<file path="src/rtl/multitone_stim_gen.sv">
// N-tone stimulus generator: per-tone Q3.13 phase accumulators feeding CORDIC, sine mixer and decimator.
// Optional output dither is built in when MULTITONE_STIM_DITHER_EN is defined.
module multitone_stim_gen #(
    parameter int NUM_TONES = 2,
    parameter int PHASE_W   = 16,
    parameter int DATA_W    = 16,
    parameter int DECIM     = 5,
    localparam int SEL_W    = (NUM_TONES > 1) ? $clog2(NUM_TONES) : 1
) (
    input  logic                          clk,
    input  logic                          rst_n,
    input  logic                          enable,
    input  logic                          cfg_wr,
    input  logic [SEL_W-1:0]              cfg_sel,
    input  logic [PHASE_W-1:0]            cfg_inc,
    output logic                          cfg_err,
    output logic                          m_phase_tvalid,
    input  logic                          m_phase_tready,
    output logic [NUM_TONES*PHASE_W-1:0]  m_phase_tdata,
    input  logic                          s_sin_tvalid,
    input  logic [NUM_TONES*DATA_W-1:0]   s_sin_tdata,
    output logic                          out_valid,
    output logic [DATA_W-1:0]             out_data
);

    localparam int LOG2     = $clog2(NUM_TONES);
    localparam int SUM_W    = DATA_W + LOG2;
    localparam int PI_POS_I = $rtoi(3.14159265358979 * (2.0 ** (PHASE_W - 3)) + 0.5);

    localparam logic [PHASE_W-1:0]        PI_POS   = PHASE_W'(PI_POS_I);
    localparam logic [PHASE_W-1:0]        TWO_PI   = PHASE_W'(2 * PI_POS_I);
    localparam logic signed [PHASE_W:0]   PI_POS_X = (PHASE_W + 1)'(PI_POS_I);
    localparam logic [SEL_W:0]            NT_X     = (SEL_W + 1)'(NUM_TONES);
    localparam logic [7:0]                DECIM_M1 = 8'(DECIM - 1);

    logic                       r_phase_tvalid;
    logic [PHASE_W-1:0]         r_acc [NUM_TONES];
    logic [PHASE_W-1:0]         r_inc [NUM_TONES];
    logic                       r_cfg_err;
    logic [7:0]                 r_cnt;
    logic signed [SUM_W-1:0]    r_sum;
    logic                       r_s1_last;
    logic                       r_out_valid;
    logic [DATA_W-1:0]          r_out_data;

    logic                       w_hs;
    logic signed [PHASE_W:0]    w_ph_sum  [NUM_TONES];
    logic [PHASE_W-1:0]         w_acc_nxt [NUM_TONES];
    logic signed [SUM_W-1:0]    w_sum;
    logic signed [SUM_W-1:0]    w_adj;
    logic signed [DATA_W-1:0]   w_mix;
    logic [DATA_W-1:0]          w_out;

    assign w_hs = r_phase_tvalid & m_phase_tready;

    always_ff @(posedge clk or negedge rst_n) begin
        if (!rst_n) begin
            r_phase_tvalid <= 1'b0;
        end else begin
            r_phase_tvalid <= enable;
        end
    end

    // Sum at PHASE_W+1 bits; once past +pi, subtracting 2*pi modulo 2^PHASE_W lands on PI_NEG + (s - PI_POS).
    always_comb begin
        for (int k = 0; k < NUM_TONES; k++) begin
            w_ph_sum[k]  = $signed({r_acc[k][PHASE_W-1], r_acc[k]}) + $signed({1'b0, r_inc[k]});
            w_acc_nxt[k] = (w_ph_sum[k] < PI_POS_X) ? w_ph_sum[k][PHASE_W-1:0]
                                                    : w_ph_sum[k][PHASE_W-1:0] - TWO_PI;
        end
    end

    always_ff @(posedge clk or negedge rst_n) begin
        if (!rst_n) begin
            for (int k = 0; k < NUM_TONES; k++) begin
                r_acc[k] <= '0;
            end
        end else if (w_hs) begin
            for (int k = 0; k < NUM_TONES; k++) begin
                r_acc[k] <= w_acc_nxt[k];
            end
        end
    end

    always_ff @(posedge clk or negedge rst_n) begin
        if (!rst_n) begin
            for (int k = 0; k < NUM_TONES; k++) begin
                r_inc[k] <= '0;
            end
            r_cfg_err <= 1'b0;
        end else if (cfg_wr) begin
            if ((cfg_inc >= PI_POS) || ({1'b0, cfg_sel} >= NT_X)) begin
                r_cfg_err <= 1'b1;
            end else begin
                r_inc[cfg_sel] <= cfg_inc;
            end
        end
    end

    for (genvar k = 0; k < NUM_TONES; k++) begin : g_pack
        assign m_phase_tdata[k*PHASE_W +: PHASE_W] = r_acc[k];
    end

    always_comb begin
        w_sum = '0;
        for (int k = 0; k < NUM_TONES; k++) begin
            w_sum = w_sum + SUM_W'($signed(s_sin_tdata[k*DATA_W +: DATA_W]));
        end
    end

    // Bias negatives by N-1 so the arithmetic shift truncates toward zero like a signed divide.
    assign w_adj = r_sum[SUM_W-1] ? (r_sum + SUM_W'(NUM_TONES - 1)) : r_sum;
    assign w_mix = DATA_W'(w_adj >>> LOG2);

`ifdef MULTITONE_STIM_DITHER_EN
    logic [15:0]              r_lfsr;
    logic signed [DATA_W:0]   w_dith;

    always_comb begin
        w_dith = (DATA_W + 1)'(w_mix) + (DATA_W + 1)'($signed(r_lfsr[3:0]));
        if (w_dith[DATA_W] != w_dith[DATA_W-1]) begin
            w_out = w_dith[DATA_W] ? {1'b1, {(DATA_W-1){1'b0}}} : {1'b0, {(DATA_W-1){1'b1}}};
        end else begin
            w_out = w_dith[DATA_W-1:0];
        end
    end

    always_ff @(posedge clk or negedge rst_n) begin
        if (!rst_n) begin
            r_lfsr <= 16'hACE1;
        end else if (r_s1_last) begin
            r_lfsr <= {1'b0, r_lfsr[15:1]} ^ (r_lfsr[0] ? 16'hB400 : 16'h0000);
        end
    end
`else
    assign w_out = w_mix;
`endif

    always_ff @(posedge clk or negedge rst_n) begin
        if (!rst_n) begin
            r_sum     <= '0;
            r_s1_last <= 1'b0;
            r_cnt     <= '0;
        end else begin
            if (s_sin_tvalid) begin
                r_sum <= w_sum;
            end
            r_s1_last <= s_sin_tvalid & enable & (r_cnt == DECIM_M1);
            if (s_sin_tvalid & enable) begin
                r_cnt <= (r_cnt == DECIM_M1) ? 8'd0 : r_cnt + 8'd1;
            end
        end
    end

    always_ff @(posedge clk or negedge rst_n) begin
        if (!rst_n) begin
            r_out_valid <= 1'b0;
            r_out_data  <= '0;
        end else begin
            r_out_valid <= r_s1_last;
            if (r_s1_last) begin
                r_out_data <= w_out;
            end
        end
    end

    assign cfg_err        = r_cfg_err;
    assign m_phase_tvalid = r_phase_tvalid;
    assign out_valid      = r_out_valid;
    assign out_data       = r_out_data;

endmodule
</file>
<file path="config.mk">
export PLATFORM = sky130hd
export DESIGN_NAME = multitone_stim_gen
export DESIGN_NICKNAME = d
export VERILOG_FILES = /design/src/rtl/multitone_stim_gen.sv
export SDC_FILE = /design/constraint.sdc
export NUM_CORES = 1
export LEC_CHECK = 0
export CELL_PAD_IN_SITES_DETAIL_PLACEMENT = 1
export CELL_PAD_IN_SITES_GLOBAL_PLACEMENT = 1
export CORE_UTILIZATION = 43
export DETAILED_ROUTE_END_ITERATION = 10
export HOLD_SLACK_MARGIN = 0.1
export PLACE_DENSITY_LB_ADDON = 0.15
export SKIP_LAST_GASP = 1
export SLEW_MARGIN = 20
export SYNTH_ARGS = -nofsm -noshare
export SYNTH_HDL_FRONTEND = slang
export SYNTH_SLANG_ARGS = --single-unit
</file>
<file path="constraint.sdc">
create_clock -name clk -period 4.7 [get_ports clk]
set_clock_uncertainty 0.15 [all_clocks]
set_input_delay 0.94 -clock clk [delete_from_list [all_inputs] [get_ports clk]]
set_output_delay 0.94 -clock clk [all_outputs]
set_load 0.1 [all_outputs]
</file>
### After elaboration in Yosys (flattened, before gate mapping)

Index checks and enable logic that the tools add are counted.

| storage, ports and cells | value |
|---|---|
| register bits after elaboration | 109 |
| latch bits | 0 |
| memory bits (writable) | 0 |
| memory bits (read-only) | 0 |
| input bits | 55 |
| output and inout bits | 51 |
| word-level logic and storage cells | 39 |
| memories | 0 |

| cells by class | value |
|---|---|
| add/sub/neg operators | 7 |
| multipliers | 0 |
| divide/modulo/power cells | 0 |
| $lt $le $gt $ge | 5 |
| equality and inequality tests | 1 |
| shifts and indexed selects | 0 |
| muxes and demuxes | 7 |
| bitwise gates (word level) | 5 |
| reductions and logical operators | 3 |

Operators with widths:

| cell | count |
|---|---|
| $mux 16 | 3 |
| $add 16x17->17 | 2 |
| $lt 17x16->1 const B | 2 |
| $bwmux 32 | 1 |
| $sub 16x16->16 const B | 2 |
| $add 16x16->17 | 1 |
| $add 17x2->17 const B | 1 |
| $mux 17 | 1 |
| $demux 16 s1 | 1 |
| $ge 16x15->1 const B | 1 |
| $add 8x1->8 const B | 1 |
| $eq 8x3->1 const B | 1 |
| $mux 8 | 1 |
| $reduce_and 2->1 | 2 |
| $and 1x1->1 | 3 |
| $ge 2x2->1 const B | 1 |
| $lt 2x1->1 const B | 1 |
| $not 1->2 | 1 |
| $logic_and 1x1->1 | 1 |
| $not 1->1 | 1 |

### Depth between registers and ports, before layout

Gate-level depths: netlist of run 1.

| depth | value |
|---|---|
| depth in word-level cells | 6 |
| gate-level depth with buffers | 12 |

### Worst setup path after synthesis of run 1

No wires, ideal clock.

| timing path | value |
|---|---|
| path kind | register -> register |
| start | register r_acc, in the netlist m_phase_tdata[16] |
| end | register r_acc, in the netlist m_phase_tdata[21] |
| setup time | 126 ps |
| arrival time | 3,917 ps |
| data required time | 4,424 ps |
| path slack | 507 ps |
| cell stages (with the launch flop) | 13 |
| path buffers | 1 |
| period minus slack after synthesis | 4,193 ps |
| cell sequence | dfrtp_1 > ha_1 > fa_1 > a211oi_1 > o211ai_1 > a41oi_1 > xor2_1 > a31o_1 > a311o_1 > a21oi_2 > buf_2 > nor3_1 > a221o_1 |

| on the way | value |
|---|---|
| cells in the longest elaborated chain, start to end | 3 |

RTL lines:

| element | line | RTL |
|---|---|---|
| start: declaration | 37 | `logic [PHASE_W-1:0] r_acc [NUM_TONES];` |
| start signal: indexed assignment | 80 | `r_acc[k] <= w_acc_nxt[k];` |
| $add 16x17->17 (*) | 67 | `w_ph_sum[k] = $signed({r_acc[k][PHASE_W-1], r_acc[k]}) + $signed({1'b0, r_inc[k]});` |
| $sub 16x16->16 / $lt 17x16->1 (equally long branches) | 69, 68 |  |
| $mux 16 (*) | 68 | `w_acc_nxt[k] = (w_ph_sum[k] < PI_POS_X) ? w_ph_sum[k][PHASE_W-1:0]` |

Mark *: on every way between the ends. The rest lies on a longest branch, timed or not.
A chain may end at the register's enable or synchronous reset.

### Worst setup path in the final report of run 1

| timing path | value |
|---|---|
| start | register r_acc, in the netlist m_phase_tdata[16] |
| end | register r_acc, in the netlist m_phase_tdata[26] |

The elaborated chain is that of the path after synthesis.

==> results of run 1 <==
metal layers:
metal  part of all wire (%)  GRT usage, %
met1                     43          28.1
met2                     51          43.0
met3                    2.7          2.63
met4                    2.9          9.91
met5                      0             0
registers in the layout (all words and copies together) (netlist names):
name,flops
m_phase_tdata,32
r_s1_last,1
m_phase_tvalid,1
r_sum,17
out_valid,1
r_inc,32
r_cnt,8
cfg_err,1
out_data,16
area by class of cell:
type	count	area, µm²	area share [%]
Sequential cell	109	2730	30.2
Timing Repair Buffer	114	1120	12.4
Tap cell	220	275	3.05
Clock buffer	10	239	2.65
Multi-Input combinational cell	630	4440	49.3
Clock inverter	6	86.3	0.957
Inverter	35	131	1.46
worst max-delay path by stage:
stage / start / depth (start not counted) / to
global route: m_phase_tdata[16] / 12 / m_phase_tdata[26]
global placement: m_phase_tdata[16] / 12 / m_phase_tdata[26]
CTS: m_phase_tdata[16] / 12 / m_phase_tdata[26]
floorplan: m_phase_tdata[16] / 12 / m_phase_tdata[21]
finish: m_phase_tdata[16] / 12 / m_phase_tdata[26]
detailed placement: m_phase_tdata[16] / 12 / m_phase_tdata[26]
metrics by stage:
stage	util [%]	hold WS, ns	area [µm²]
after floorplan	-	0.277	7390
after global placement	52.0	0.312	8690
after detailed placement	52.0	0.315	8690
after CTS	54.0	0.330	9020
after global routing	54.0	0.367	9020
final	54.0	0.326	9020
placed cells by master (no fill, tap or decap), types with 5 or more instances in the layout:
cell type,count
o21ai_1,13
and2_1,5
nand2b_1,6
o211ai_1,7
or3_1,10
nor2_1,70
nor2b_1,9
nand3_1,29
clkbuf_16,9
a211oi_1,9
o21bai_1,6
nand2_1,66
dfrtp_1,109
mux2_2,22
xnor2_1,32
inv_1,33
nor3_1,23
clkdlybuf4s50_1,104
buf_4,10
and3_1,7
o2111ai_1,5
a21o_1,21
a31oi_1,20
ha_1,53
a21oi_1,41
o21a_1,11
xor2_1,20
o21ai_0,26
o31ai_1,10
mux2_1,18
logic make-up after synthesis:
logic type,Yosys count,synth area share (%)
and+or+nand+nor,260,17.2
AOI/OAI and AO/OA,218,20.4
xor gates and xnor gates,52,6.16
muxes,44,6.64
DFF,109,36.9
buffers and inverters,56,2.98
adders and majority gates,56,9.79
synthesized netlist by cell type, types with 21 or more instances:
cell / instances
nor3_1: 23
o21ai_0: 26
nand3_1: 29
nand2_1: 67
mux2_2: 22
a21o_1: 21
ha_1: 53
xnor2_1: 32
inv_1: 33
nor2_1: 70
a21oi_1: 41
dfrtp_1: 109
==> results.sh, run 1 <==
export IMPL_status="finished clean"
export IMPL_dr_pass1_iters=4
export IMPL_fp_row_count=47
export IMPL_grt_total_usage_pct=23.6
export IMPL_synth_edf_count=0
export IMPL_whs_endpoint="r_cnt[7]"
export IMPL_antenna_found_initial=0
export IMPL_cts_sinks=109
export IMPL_grt_overflow=0
export IMPL_hold_violations=0
export IMPL_synthCells=795
export IMPL_layout_setup_ws_ns=0.464
export IMPL_totalWireLength_um=20200
export IMPL_drt_iter0_drc=235
export IMPL_io_pins=106
export IMPL_ant_nets=0
export IMPL_r2r_slack_ns=0.46
export IMPL_core_area_mm2=0.0167
export IMPL_grt_pass1_wl_um=33400
export IMPL_fp_dieH_um=133
export IMPL_antennaDiodeCount=0
export IMPL_die_w_um=133
export IMPL_cts_path_max_buffers=2
export IMPL_first_global_vias=6783
export IMPL_worstPathRequired_ns=4.79
export IMPL_postCtsHoldBufs=0
export IMPL_cts_buffers=9
export IMPL_async_flop_share_pct=100
export IMPL_syn_area_mm2=0.00739
export IMPL_report_final_slew_viol_count=0
export IMPL_postSynthAreaPerCell_um2=9.30
export IMPL_finalCriticalPeriod_ns=4.24
export IMPL_drc=0
export IMPL_synth_area_leader_cell="dfrtp_1"
export IMPL_fin_cells=1124
export IMPL_finalCritPeriodShare_pct=90.1
export IMPL_post_place_ws_ns=0.487
export IMPL_worstSetupPathType="reg2reg"
export IMPL_clk_pin_slew_ns=0.07
export IMPL_holdPathStages=1
export IMPL_layout_nets=1010
export IMPL_rsz0062_at_grt="no"
export IMPL_r2r_start="m_phase_tdata[16]"
export IMPL_gp_congestion=0.846
export IMPL_cts_max_level=3
export IMPL_synth_nets=906
export IMPL_cap_viol_max_count=0
export IMPL_setup_viol_count_final=0
export IMPL_seq_area_frac_synth_pct=36.9
export IMPL_vias=6494
export IMPL_cp_end_kind="flop"
export IMPL_yosysWarnings=0
export IMPL_fill_cells=1956
export IMPL_synthFlopType="dfrtp_1"
export IMPL_hold_start="r_cnt[7]"
export IMPL_critPathMaxStageDelay_ns=0.57
export IMPL_hpwl_um=15700
export IMPL_critical_path_buf_inv_count=1
export IMPL_ys_types=74
export IMPL_synth_area_leaders="dfrtp_1 (37%), ha_1 (9.0%), xnor2_1 (3.8%)"
export IMPL_rr_worst_depth=12
export IMPL_cts_tree="built"
export IMPL_critPathSlowestCell="a211oi_1"
export IMPL_syn_to_final_growth_pct=22.1
export IMPL_crit_arrival_ns=4.33
export IMPL_hold_path_class="reg2reg"
export IMPL_clock_root_buffer="clkbuf_16"
export IMPL_place_inst=1108
export IMPL_slew_headroom_pct=33.7
export IMPL_die_area_mm2=0.0177
export IMPL_crit_family="compound AO/OA/AOI/OAI gates"
export IMPL_cts_resized=0
export IMPL_worst_setup_path_start_kind="flop"
export IMPL_cts_setup_buffers=0
export IMPL_io_buffers=105
export IMPL_fmax_mhz=236
export IMPL_drive_gt1_share_pct=6.64
export IMPL_clkLatencyLatePin_ns=0.36
export IMPL_netlist_area_leader_share_pct=36.9
export IMPL_avgViaCountPerCell=5.78
export IMPL_timing_rr_end="m_phase_tdata[26]"
export IMPL_start_util_pct=44.2
export IMPL_fin_setup_tns_ns=0
export IMPL_worstPathCellList="ha_1 -> fa_1 -> a211oi_1 -> o211ai_1 -> a41oi_1 -> xor2_1 -> a31o_1 -> a311o_1 -> a21oi_2 -> buf_4 -> nor3_1 -> or3_1"
export IMPL_grt_max_degree=48
export IMPL_wl_per_cell_um=17.9
export IMPL_tightest_slew_ns=0.992
export IMPL_crit_fanout=12
export IMPL_synth_seq_cells=109
Power of run 1 is left out: the tool's default activity adds up to more than one toggle a clock period on the data nets, which glitch-free logic cannot reach.
==> run 2: changes to the inputs <==
CTS_BUF_LIST = sky130_fd_sc_hd__clkbuf_4 sky130_fd_sc_hd__clkbuf_8 sky130_fd_sc_hd__clkbuf_16   (was unset)
==> results of run 2 <==
Final layout, timing and power as in run 1 (identical DEF).
Power of run 2 is left out for the same reason.
==> run 3: changes to the inputs <==
SETUP_SLACK_MARGIN = 0.4   (was unset)
==> results.sh, run 3 (synthesis gave the netlist of run 1 again) <==
export IMPL_rsz0062_at_grt="no"
export IMPL_finalCriticalPeriod_ns=4.08
export IMPL_vias=6507
export IMPL_setup_viol_count_final=0
export IMPL_tightest_slew_ns=0.992
export IMPL_core_area_mm2=0.0167
export IMPL_stdcell_area_mm2=0.00902
export IMPL_finalCritPeriodShare_pct=86.9
export IMPL_start_util_pct=44.2
export IMPL_drt_iter0_drc=243
export IMPL_fp_row_count=47
export IMPL_fin_setup_tns_ns=0
export IMPL_final_cell_mix="dfrtp_1 (109), clkdlybuf4s50_1 (104), nor2_1 (70)"
export IMPL_met1_usage_pct=28.1
export IMPL_layout_setup_ws_ns=0.617
export IMPL_report_final_slew_viol_count=0
export IMPL_r2r_slack_ns=0.62
export IMPL_cts_sinks=109
export IMPL_gr_usage_met3_pct=2.63
export IMPL_cts_buffers=9
export IMPL_cts_tree="built"
export IMPL_grt_pass1_wl_um=33400
export IMPL_crit_fanout=18
export IMPL_cap_viol_max_count=0
export IMPL_io_pins=106
export IMPL_post_place_ws_ns=0.487
export IMPL_fp_dieH_um=133
export IMPL_critical_path_buf_inv_count=0
export IMPL_clock_root_buffer="clkbuf_16"
export IMPL_hold_path_class="reg2reg"
export IMPL_multi_input_area_mm2=0.00445
export IMPL_antennaDiodeCount=0
export IMPL_syn_to_final_growth_pct=22.1
export IMPL_antenna_found_initial=0
export IMPL_worstPathCellList="ha_1 -> fa_1 -> a211o_1 -> a21o_1 -> a221o_1 -> a21oi_2 -> xor2_1 -> a31oi_1 -> a22oi_2 -> nor4_1 -> a311oi_1"
export IMPL_totalWireLength_um=20100
export IMPL_dr_pass1_iters=4
export IMPL_grt_overflow=0
export IMPL_critPathSlowestCell="a22oi_2"
export IMPL_dpl_cell_area_mm2=0.00869
export IMPL_regArea_mm2=0.00273
export IMPL_fmax_mhz=245
export IMPL_die_w_um=133
export IMPL_whs_ns=0.326
export IMPL_avgViaCountPerCell=5.79
export IMPL_status="finished clean"
export IMPL_slew_headroom_pct=33.6
export IMPL_cts_setup_buffers=0
export IMPL_worstPathRequired_ns=4.80
export IMPL_crit_family="compound AO/OA/AOI/OAI gates"
export IMPL_wl_per_cell_um=17.9
export IMPL_drc=0
export IMPL_first_global_vias=6783
export IMPL_crit_arrival_ns=4.18
export IMPL_globalRouteMet2Util_pct=43.0
export IMPL_gp_congestion=0.846
export IMPL_clkLatencyLatePin_ns=0.35
export IMPL_final_common_cell="dfrtp_1"
export IMPL_hold_violations=0
export IMPL_cts_path_max_buffers=2
export IMPL_critPathMaxStageDelay_ns=0.64
export IMPL_io_buffers=105
export IMPL_drive_gt1_share_pct=6.75
export IMPL_hpwl_um=15700
export IMPL_clk_pin_slew_ns=0.07
export IMPL_die_area_mm2=0.0177
export IMPL_cts_max_level=3
export IMPL_grt_busiest_layer="met2"
export IMPL_grt_total_usage_pct=23.6
export IMPL_fill_cells=1956
export IMPL_cp_end_kind="flop"
export IMPL_worstSetupPathType="reg2reg"
export IMPL_worst_setup_path_start_kind="flop"
export IMPL_ant_nets=0
export IMPL_layout_nets=1010
export IMPL_grt_max_degree=48
==> run 3: cell count changes in the layout (fill, tap and decap cells not counted) <==
| cell | previous run | this run |
|---|---|---|
| a211oi_1 | 9 | 8 |
| a211oi_2 | 0 | 1 |
==> run 3: path summary, 6_finish.rpt <==
| check | startpoint | end | cells past startpoint |
|---|---|---|---|
| hold / removal | r_cnt[7] | r_cnt[7] | 1 |
| setup reg to reg | m_phase_tdata[0] | m_phase_tdata[13] | 11 |
| setup / recovery | m_phase_tdata[0] | m_phase_tdata[13] | 11 |
| max in group asynchronous | rst_n | m_phase_tdata[8] | 2 |
| min in group asynchronous | rst_n | m_phase_tdata[4] | 1 |
| hold reg to reg | r_cnt[7] | r_cnt[7] | 1 |
==> run 3: worst register-to-register path, stage by stage (launching register included) <==
cell and delay [ns]:
dfrtp_1 0.40, ha_1 0.25, fa_1 0.43, a211o_1 0.36
a21o_1 0.21, a221o_1 0.41, a21oi_2 0.23, xor2_1 0.28
a31oi_1 0.21, a22oi_2 0.64, nor4_1 0.12, a311oi_1 0.31
==> run 3: repair_timing <==
item / 4_1_cts / 5_1_grt
setup endpoints to repair: 0 / 7
resized for setup: 0 / 1
hold endpoints to repair: 0 / 0
hold buffers: 0 / 0
==> run 3: cell type report <==
type	count	share of cell area (%)
Clock buffer	10	2.65
Inverter	35	1.46
Sequential cell	109	30.2
Tap cell	220	3.05
Multi-Input combinational cell	630	49.3
Clock inverter	6	0.957
Timing Repair Buffer	114	12.4
==> run 3: metrics by stage <==
step           util (%)  instances
5_1_grt            54.0       1124
6_report           54.0       1124
2_1_floorplan         -        795
3_3_place_gp       52.0       1108
3_5_place_dp       52.0       1108
4_1_cts            54.0       1124
==> run 3: metal layers <==
layer / up-vias / routed length (µm)
li1: 3132 / -
met1: 3211 / 8690
met2: 128 / 10300
met3: 36 / 519
met4: 0 / 554
met5: - / 0
Power of run 3 is left out for the same reason.
